### src/rtl/ram_fifo_ctrl_if.sv
// FIFO-side handshake bundle for ram_fifo_ctrl.
// almost_full exists only when RAM_FIFO_AFULL_EN is defined.
interface ram_fifo_ctrl_if #(
    parameter int unsigned DATA_W = 8,
    parameter int unsigned ADDR_W = 6
);
    logic              wr_valid;
    logic [DATA_W-1:0] wr_data;
    logic              wr_ready;
    logic              rd_req;
    logic              rd_valid;
    logic [DATA_W-1:0] rd_data;
    logic              full;
    logic              empty;
    logic [ADDR_W:0]   count;
`ifdef RAM_FIFO_AFULL_EN
    logic              almost_full;
`endif

    modport master (
        output wr_valid, wr_data, rd_req,
        input  wr_ready, rd_valid, rd_data, full, empty, count
`ifdef RAM_FIFO_AFULL_EN
        , input almost_full
`endif
    );

    modport slave (
        input  wr_valid, wr_data, rd_req,
        output wr_ready, rd_valid, rd_data, full, empty, count
`ifdef RAM_FIFO_AFULL_EN
        , output almost_full
`endif
    );
endinterface

### src/rtl/ram_fifo_ctrl.sv
// FIFO controller wrapping a 64x8 dual-port RAM (port A write, port B registered read).
// Optional registered almost_full output under RAM_FIFO_AFULL_EN.
module ram_fifo_ctrl #(
    parameter int unsigned DATA_W   = 8,
    parameter int unsigned ADDR_W   = 6,
    parameter int unsigned AF_LEVEL = 56
) (
    input  logic              clk,
    input  logic              rst,
    ram_fifo_ctrl_if.slave    fifo,
    output logic [ADDR_W-1:0] ram_addr_a,
    output logic [DATA_W-1:0] ram_din_a,
    output logic              ram_we_a,
    output logic [ADDR_W-1:0] ram_addr_b,
    output logic [DATA_W-1:0] ram_din_b,
    output logic              ram_we_b,
    input  logic [DATA_W-1:0] ram_dout_b
);
    localparam int unsigned PTR_W = ADDR_W + 1;
    localparam int unsigned DEPTH = 1 << ADDR_W;

    // Threshold above the depth could never be reached.
    if (AF_LEVEL > DEPTH) begin : g_af_level_check
        $error("ram_fifo_ctrl: AF_LEVEL exceeds FIFO depth");
    end

    logic [PTR_W-1:0] wr_ptr_q, rd_ptr_q;
    logic [PTR_W-1:0] count_q, count_d;
    logic             rd_valid_q;
    logic             full_c, empty_c, push, pop;

    // Extra pointer MSB distinguishes full from empty when the addresses match.
    assign empty_c = (wr_ptr_q == rd_ptr_q);
    assign full_c  = ((wr_ptr_q ^ rd_ptr_q) == {1'b1, {ADDR_W{1'b0}}});

    assign push = fifo.wr_valid & ~full_c;
    assign pop  = fifo.rd_req & ~empty_c;

    always_comb begin
        count_d = count_q;
        case ({push, pop})
            2'b10:   count_d = count_q + PTR_W'(1);
            2'b01:   count_d = count_q - PTR_W'(1);
            default: count_d = count_q;
        endcase
    end

    always_ff @(posedge clk) begin
        if (rst) begin
            wr_ptr_q   <= '0;
            rd_ptr_q   <= '0;
            count_q    <= '0;
            rd_valid_q <= 1'b0;
        end else begin
            if (push) wr_ptr_q <= wr_ptr_q + PTR_W'(1);
            if (pop)  rd_ptr_q <= rd_ptr_q + PTR_W'(1);
            count_q    <= count_d;
            rd_valid_q <= pop;
        end
    end

`ifdef RAM_FIFO_AFULL_EN
    logic af_q;

    always_ff @(posedge clk) begin
        if (rst) af_q <= 1'b0;
        else     af_q <= (count_d >= PTR_W'(AF_LEVEL));
    end

    assign fifo.almost_full = af_q;
`endif

    assign fifo.wr_ready = ~full_c;
    assign fifo.rd_valid = rd_valid_q;
    assign fifo.rd_data  = ram_dout_b;
    assign fifo.full     = full_c;
    assign fifo.empty    = empty_c;
    assign fifo.count    = count_q;

    assign ram_addr_a = wr_ptr_q[ADDR_W-1:0];
    assign ram_din_a  = fifo.wr_data;
    assign ram_we_a   = push;
    assign ram_addr_b = rd_ptr_q[ADDR_W-1:0];
    assign ram_din_b  = '0;
    assign ram_we_b   = 1'b0;
endmodule

### src/flat_wrapper.sv
// flat-port wrapper written by rule: the top's interface ports become plain ports
module ram_fifo_ctrl_flat 
#(
    parameter int unsigned DATA_W   = 8,
    parameter int unsigned ADDR_W   = 6,
    parameter int unsigned AF_LEVEL = 56
)
  (clk, rst, ram_addr_a, ram_din_a, ram_we_a, ram_addr_b, ram_din_b, ram_we_b, ram_dout_b, fifo_wr_valid, fifo_wr_data, fifo_rd_req, fifo_wr_ready, fifo_rd_valid, fifo_rd_data, fifo_full, fifo_empty, fifo_count);
  ram_fifo_ctrl_if #(.DATA_W(DATA_W), .ADDR_W(ADDR_W)) fifo_i ();
  input  logic clk;
  input  logic rst;
  output logic [ADDR_W-1:0] ram_addr_a;
  output logic [DATA_W-1:0] ram_din_a;
  output logic ram_we_a;
  output logic [ADDR_W-1:0] ram_addr_b;
  output logic [DATA_W-1:0] ram_din_b;
  output logic ram_we_b;
  input  logic [DATA_W-1:0] ram_dout_b;
  input wire logic [$bits(fifo_i.wr_valid)-1:0] fifo_wr_valid;
  input wire logic [$bits(fifo_i.wr_data)-1:0] fifo_wr_data;
  input wire logic [$bits(fifo_i.rd_req)-1:0] fifo_rd_req;
  output wire logic [$bits(fifo_i.wr_ready)-1:0] fifo_wr_ready;
  output wire logic [$bits(fifo_i.rd_valid)-1:0] fifo_rd_valid;
  output wire logic [$bits(fifo_i.rd_data)-1:0] fifo_rd_data;
  output wire logic [$bits(fifo_i.full)-1:0] fifo_full;
  output wire logic [$bits(fifo_i.empty)-1:0] fifo_empty;
  output wire logic [$bits(fifo_i.count)-1:0] fifo_count;
  assign fifo_i.wr_valid = fifo_wr_valid;
  assign fifo_i.wr_data = fifo_wr_data;
  assign fifo_i.rd_req = fifo_rd_req;
  assign fifo_wr_ready = fifo_i.wr_ready;
  assign fifo_rd_valid = fifo_i.rd_valid;
  assign fifo_rd_data = fifo_i.rd_data;
  assign fifo_full = fifo_i.full;
  assign fifo_empty = fifo_i.empty;
  assign fifo_count = fifo_i.count;
  ram_fifo_ctrl #(.DATA_W(DATA_W), .ADDR_W(ADDR_W), .AF_LEVEL(AF_LEVEL)) u_core (.clk(clk), .rst(rst), .fifo(fifo_i), .ram_addr_a(ram_addr_a), .ram_din_a(ram_din_a), .ram_we_a(ram_we_a), .ram_addr_b(ram_addr_b), .ram_din_b(ram_din_b), .ram_we_b(ram_we_b), .ram_dout_b(ram_dout_b));
endmodule
### config.mk
export PLATFORM = sky130hd
export DESIGN_NAME = ram_fifo_ctrl_flat
export DESIGN_NICKNAME = d
export VERILOG_FILES = /design/src/rtl/ram_fifo_ctrl_if.sv /design/src/rtl/ram_fifo_ctrl.sv /design/src/flat_wrapper.sv
export SDC_FILE = /design/constraint.sdc
export NUM_CORES = 1
export LEC_CHECK = 0
export ABC_CLOCK_PERIOD_IN_PS = 8900
export CAP_MARGIN = 0
export CORE_MARGIN = 5
export CORE_UTILIZATION = 47
export DETAILED_ROUTE_END_ITERATION = 8
export PLACE_DENSITY = 0.86
export SLEW_MARGIN = 20
export SYNTH_ARGS = -nofsm -noshare
export SYNTH_HDL_FRONTEND = slang
export SYNTH_SLANG_ARGS = --single-unit
### constraint.sdc
create_clock -name clk -period 8.9 [get_ports clk]
set_input_delay 1.335 -clock clk [delete_from_list [all_inputs] [get_ports clk]]
set_output_delay 1.335 -clock clk [all_outputs]
set_load 0.1 [all_outputs]
==> run metrics, run 1 <==
hpwl dp 2450 um; postcts setup bufs 0; Total Routing Usage GR between 10% and 20%; Final Skew ~0.0020 ns; Rel. slew slack between 30 and 40%; DRT antenna net count 0; die span in y roughly 70 um; Ys Warns 0; TritonCTS clock tree yes; drt drc 0; num ports 69; antenna violations before repair 0; cts repair resizes 0; Seq cells post-synth 22; register area share after synthesis 25.2%; RSZ-0062 raised after global routing false; Initial Util 48.1%; DRT Pass-1 Iters 4; fin cells approximately 250; power after layout 0.000392 W; Area growth syn-to-layout 6.59%; Core Area between 3000 and 4000 um^2; Avg WL per Cell around 13 um; Clk pin slew, worst setup/hold paths ~0.08 ns; Worst setup EP type primary output; Hold Buf Count CTS 0; Lkg Pwr 0.794 nW; Die Wd 71.0 um; first-pass GRT wire length 5670 um; RePlAce Congestion 0.840; period utilisation layout 52.5%; Min-Delay Path Class reg2reg; crit-path max FO 5; share of cells above drive strength 1 11.8%; Fmax achieved 214 MHz; MaxCap Viol Count 0; Routed WL 3330 um; largest net degree at the start of global routing 35; Overflow after GRT 0; mapped cell area 1750 um^2; minimum clock period around 4.7 ns; Setup violations, final 0; Primary FF master, synth dfxtp_1; slew at the pin closest to its max-slew limit 0.981 ns; startpoint types primary input; CTS Buf Count 3; Final Max Slew Viols 0; vias 1322; DR iter-0 viols 44; # rows 22; Post-Synthesis Cells ~210; clk buf depth 2; status complete, no violations; Synth cell types 43; port bufs 27; Antenna diodes 0; syn_area_per_cell approximately 8.5 um^2; critical path class in2out; dpl cells 247; clk sinks 22; Peak VDD IR 0.147 mV; ys async rst share 0%; Via density between 5 and 6; hold slack between 0.4 and 0.5 ns; CTS root buf clkbuf_8; Cell Pwr Density 210 nW/um^2; EDFF count, synth 0; count of final hold-check violations 0; WP data required 7.57 ns; via count of the first global-routing pass between 1000 and 1500; final net count 233; area of the die 5040 um^2; H-Tree Depth 1; Clock Latency Late Sink roughly 0.26 ns; Setup TNS 0 ns; WP data arrival 3.33 ns
-- cells by family (layout without fill, tap and decap cells) --
kind of cell	Yosys count	after routing	synth area share (%)
other cells	1	9	0.215
buf+inv	49	38	18.9
xor+xnor	10	10	5.44
fa+ha+maj	9	9	6.87
compound gates	27	27	10.8
mux	15	15	9.52
flops	22	22	25.2
simple gates	73	73	23.0
-- state kept, by name, summed over array words and instances (netlist names) --
| register | count |
|---|---|
| u_core.fifo.count | 7 |
| u_core.fifo.rd_valid | 1 |
| u_core.rd_ptr_q | 7 |
| u_core.wr_ptr_q | 7 |
-- where the power goes --
group | switching, W | leakage [nW] | internal [W]
Sequential | 0.0000106 | 0.179 | 0.000108
Clock | 0.0000341 | 0.0288 | 0.0000395
Combinational | 0.000150 | 0.586 | 0.0000497
-- worst max-delay path, cell delays in order --
cell	delay, ns
clkdlybuf4s50_1	0.54
a21boi_2	0.28
clkdlybuf4s50_1	1.18
-- area by class of cell --
| cell class | count | area [um^2] |
|---|---|---|
| repair buffers | 28 | 278 |
| multi-input cells | 143 | 1010 |
| well taps | 48 | 60.1 |
| fillers | 363 | 1770 |
| clock buffers | 4 | 55.1 |
| inverters | 6 | 22.5 |
| flip-flops and latches | 22 | 440 |
-- final timing paths --
kind,startpoint,endpoint,slack (ns),cells after the start
max,fifo_wr_valid,ram_we_a,4.23,3
min,u_core.fifo.count[4],u_core.fifo.count[4],0.50,2
max reg2reg,u_core.wr_ptr_q[0],u_core.fifo.count[6],5.45,11
min reg2reg,u_core.fifo.count[4],u_core.fifo.count[4],0.50,2
-- cell usage in the layout (no fill, tap or decap), drive strengths merged, types with 2 or more instances in the layout --
cell type / netlist / layout
nand4: 3 / 3
conb: 1 / 9
nor4b: 2 / 2
nor3: 5 / 5
a21boi: 2 / 2
nor4: 2 / 2
nand3: 5 / 5
nor3b: 2 / 2
mux2: 13 / 13
clkbuf: 5 / 4
dfxtp: 22 / 22
nand2: 12 / 12
a21oi: 12 / 12
mux2i: 2 / 2
a211oi: 2 / 2
nand3b: 2 / 2
a211o: 2 / 2
inv: 6 / 6
clkdlybuf4s50: 0 / 27
nor2b: 15 / 15
nor2: 21 / 21
ha: 8 / 8
xor2: 9 / 9
-- per-stage QoR --
stage          cell area (um^2)  util [%]  setup slack [ns]
2_1_floorplan              1780         -              4.79
3_3_place_gp               1810      49.8              4.25
3_5_place_dp               1810      49.8              4.24
4_1_cts                    1860      51.3              4.23
5_1_grt                    1860      51.3              4.17
6_report                   1860      51.3              4.23
-- layer usage --
metal | vias up | global-route usage (%) | share of wire (%)
met5 | - | 0 | 0
met3 | 8 | 4.83 | 7.1
met1 | 615 | 15.6 | 41
met4 | 0 | 4.59 | 0.93
met2 | 45 | 23.8 | 51
li1 | 654 | - | -
-- synthesized netlist by cell type, types with 2 or more instances --
library cell  number  area [um^2]
a211o_1            2         17.5
nand4_1            3         18.8
nand3b_1           2         15.0
mux2_2            12          135
inv_1              6         22.5
buf_4             37          278
nor3_1             3         15.0
nor2b_1           15         93.8
nand2_1           12         45.0
xor2_1             8         70.1
ha_1               8          100
nand3_1            5         25.0
mux2i_1            2         20.0
nor4b_1            2         17.5
a21oi_1           12         60.1
a211oi_1           2         15.0
nor3_2             2         20.0
clkbuf_1           5         18.8
dfxtp_1           22          440
nor2_1            21         78.8
a21boi_2           2         22.5
nor3b_1            2         15.0
Note: power is estimated with default switching activity, not from simulation.
==> run 2: changes to the inputs <==
--- a/config.mk
+++ b/config.mk
@@ -5,12 +5,12 @@
 export SDC_FILE = /design/constraint.sdc
 export NUM_CORES = 1
 export LEC_CHECK = 0
-export ABC_CLOCK_PERIOD_IN_PS = 8900
+export ABC_CLOCK_PERIOD_IN_PS = 4059
 export CAP_MARGIN = 0
 export CORE_MARGIN = 5
-export CORE_UTILIZATION = 47
+export CORE_UTILIZATION = 40
 export DETAILED_ROUTE_END_ITERATION = 8
-export PLACE_DENSITY = 0.86
+export PLACE_DENSITY = 0.78
 export SLEW_MARGIN = 20
 export SYNTH_ARGS = -nofsm -noshare
 export SYNTH_HDL_FRONTEND = slang
==> constraint.sdc (replaced) <==
create_clock -name clk -period 4.06 [get_ports clk]
set_input_delay 0.609 -clock clk [delete_from_list [all_inputs] [get_ports clk]]
set_output_delay 0.609 -clock clk [all_outputs]
set_load 0.1 [all_outputs]
==> run metrics, run 2 (synthesis gave the netlist of run 1 again) <==
status complete, no violations; Final Skew 0.00348 ns (+0.00148 ns); Setup violations, final 0 (unchanged); Clock Power Share 18.5% (-0.3 points); Peak VDD IR 0.400 mV (+170%); Min-Delay Path Class reg2reg; Routed WL 3280 um (-1.4%); Clock Latency Late Sink 0.26 ns (about the same); Setup TNS 0 ns (unchanged); met2 WL 1720 um (+1.8%); Antenna diodes 0 (unchanged); Via density 5.06 (-4.0%); MaxCap Viol Count 0 (unchanged); fill cell count 429 (+18%); CTS root buf clkbuf_8; M1 wire length 1370 um (about the same); first-pass GRT wire length 5890 um (+3.8%); Overflow after GRT 0 (unchanged); Internal 0.000431 W (+120%); Hold Buf Count CTS 0 (unchanged); antenna violations before repair 0 (unchanged); Avg WL per Cell 12.9 um (-3.0%); P_sw 0.000422 W (+120%); Worst path max stage delay 0.67 ns (-0.51 ns); Worst setup EP type flop; minimum clock period 3.38 ns; Fmax achieved ~300 MHz; clk buf depth 2 (unchanged); commonest non-fill, non-tap cell in the layout clkdlybuf4s50_1; Rel. slew slack 33.4% (-1.0 points); Slowest cell on crit path nor4_4; hold slack 0.507 ns (+0.0107 ns); RSZ-0062 raised after global routing false; DRT antenna net count 0 (unchanged); hpwl dp 2520 um (+3.0%); Core Area 4290 um^2 (+18%); area of the die 5790 um^2 (+15%); TritonCTS clock tree yes; Clk pin slew, worst setup/hold paths 0.08 ns (about the same); Initial Util 40.7% (-7.4 points); via count of the first global-routing pass 1292 (+3.3%); vias 1290 (-2.4%); Total Routing Usage GR 11.8% (-1.9 points); Lkg Pwr 0.797 nW (+0.46%); CTS Buf Count 3 (unchanged); RePlAce Congestion 0.812 (-3.3%); port bufs 27 (unchanged); Final Max Slew Viols 0 (unchanged); slew at the pin closest to its max-slew limit 0.997 ns (+0.0152 ns); DRT Pass-1 Iters 4 (unchanged); Cell Pwr Density 458 nW/um^2 (+120%); # rows 24 (+9.1%); DR iter-0 viols 95 (+120%); Most common cell on crit path inv_1; drt drc 0 (unchanged); critical path class reg2reg; most frequent cells in the layout clkdlybuf4s50_1, dfxtp_1, nor2_1; CP cell instances xor2_1 > nor4_4 > a21boi_2 > inv_1 > ha_1 > inv_1 > fa_1 > nor2b_1 > o311ai_0 > o211ai_1 > mux2_2; num ports 69 (unchanged); switch share 49.5% (-0.13 points); largest net degree at the start of global routing 19 (-46%); cts repair resizes 0 (unchanged); Die Wd 76.1 um (+7.2%); startpoint types flop; period utilisation layout 83.1%; WP data required 4.21 ns (-3.36 ns); Seq pwr share 30.5% (+0.2 points); share of cells above drive strength 1 13.3% (+1.5 points); Top Layer Used met4; Area growth syn-to-layout 6.44%; count of final hold-check violations 0 (unchanged); clk sinks 22 (unchanged); die span in y 76.1 um (+7.2%); crit-path max FO 12 (+7); final net count 233 (unchanged); WP data arrival 3.53 ns (+0.20 ns); postcts setup bufs 0 (unchanged); H-Tree Depth 1 (unchanged); metal3 WL 152 um (-36%); Comb pwr share 51.0% (about the same)
## run 2: final timing paths
kind	startpoint	end	slack, ns	cells past startpoint
setup / recovery	u_core.rd_ptr_q[1]	u_core.fifo.count[6]	0.68	11
hold / removal	u_core.fifo.count[4]	u_core.fifo.count[4]	0.51	2
setup reg to reg	u_core.rd_ptr_q[1]	u_core.fifo.count[6]	0.68	11
hold reg to reg	u_core.fifo.count[4]	u_core.fifo.count[4]	0.51	2
## run 2: critical path, delay by kind of cell, from the launching register on
kind,cells,cell delay (ns)
and+or+nand+nor,2,0.91
adders and majority gates,2,0.77
AOI/OAI and AO/OA,3,0.47
DFF,1,0.37
muxes,1,0.35
xor gates and xnor gates,1,0.21
buffers and inverters,2,0.20
## run 2: per-stage QoR
stage          setup slack [ns]  utilization [%]  power, W  instance area, um^2  cells
4_1_cts                   0.694             43.3  0.000863                 1860    255
2_1_floorplan             0.327                -  0.000715                 1780    214
6_report                  0.685             43.3  0.000853                 1860    255
5_1_grt                   0.370             43.3  0.000905                 1860    255
3_5_place_dp              0.709             42.0  0.000700                 1810    251
3_3_place_gp              0.773             42.0  0.000695                 1810    251
## run 2: final cells by class
type	instances	area (um^2)	area share (%)
repair buffers	28	270	14.5
flip-flops and latches	22	440	23.7
inverters	6	22.5	1.21
well taps	52	65.1	3.50
clock buffers	4	55.1	2.96
multi-input cells	143	1010	54.1
## run 2: power by group through the flow
stage	combinational, W	clock (W)	sequential (W)
6_report	0.000435	0.000158	0.000260
5_1_grt	0.000464	0.000177	0.000264
4_1_cts	0.000437	0.000166	0.000260
3_5_place_dp	0.000436	0	0.000265
3_3_place_gp	0.000431	0	0.000264
2_1_floorplan	0.000342	0	0.000373
## run 2: routing by layer
metal / up-vias / GRT usage (%)
li1: 650 / -
met1: 612 / 13.0
met2: 22 / 21.8
met3: 6 / 2.84
met4: 0 / 4.02
met5: - / 0
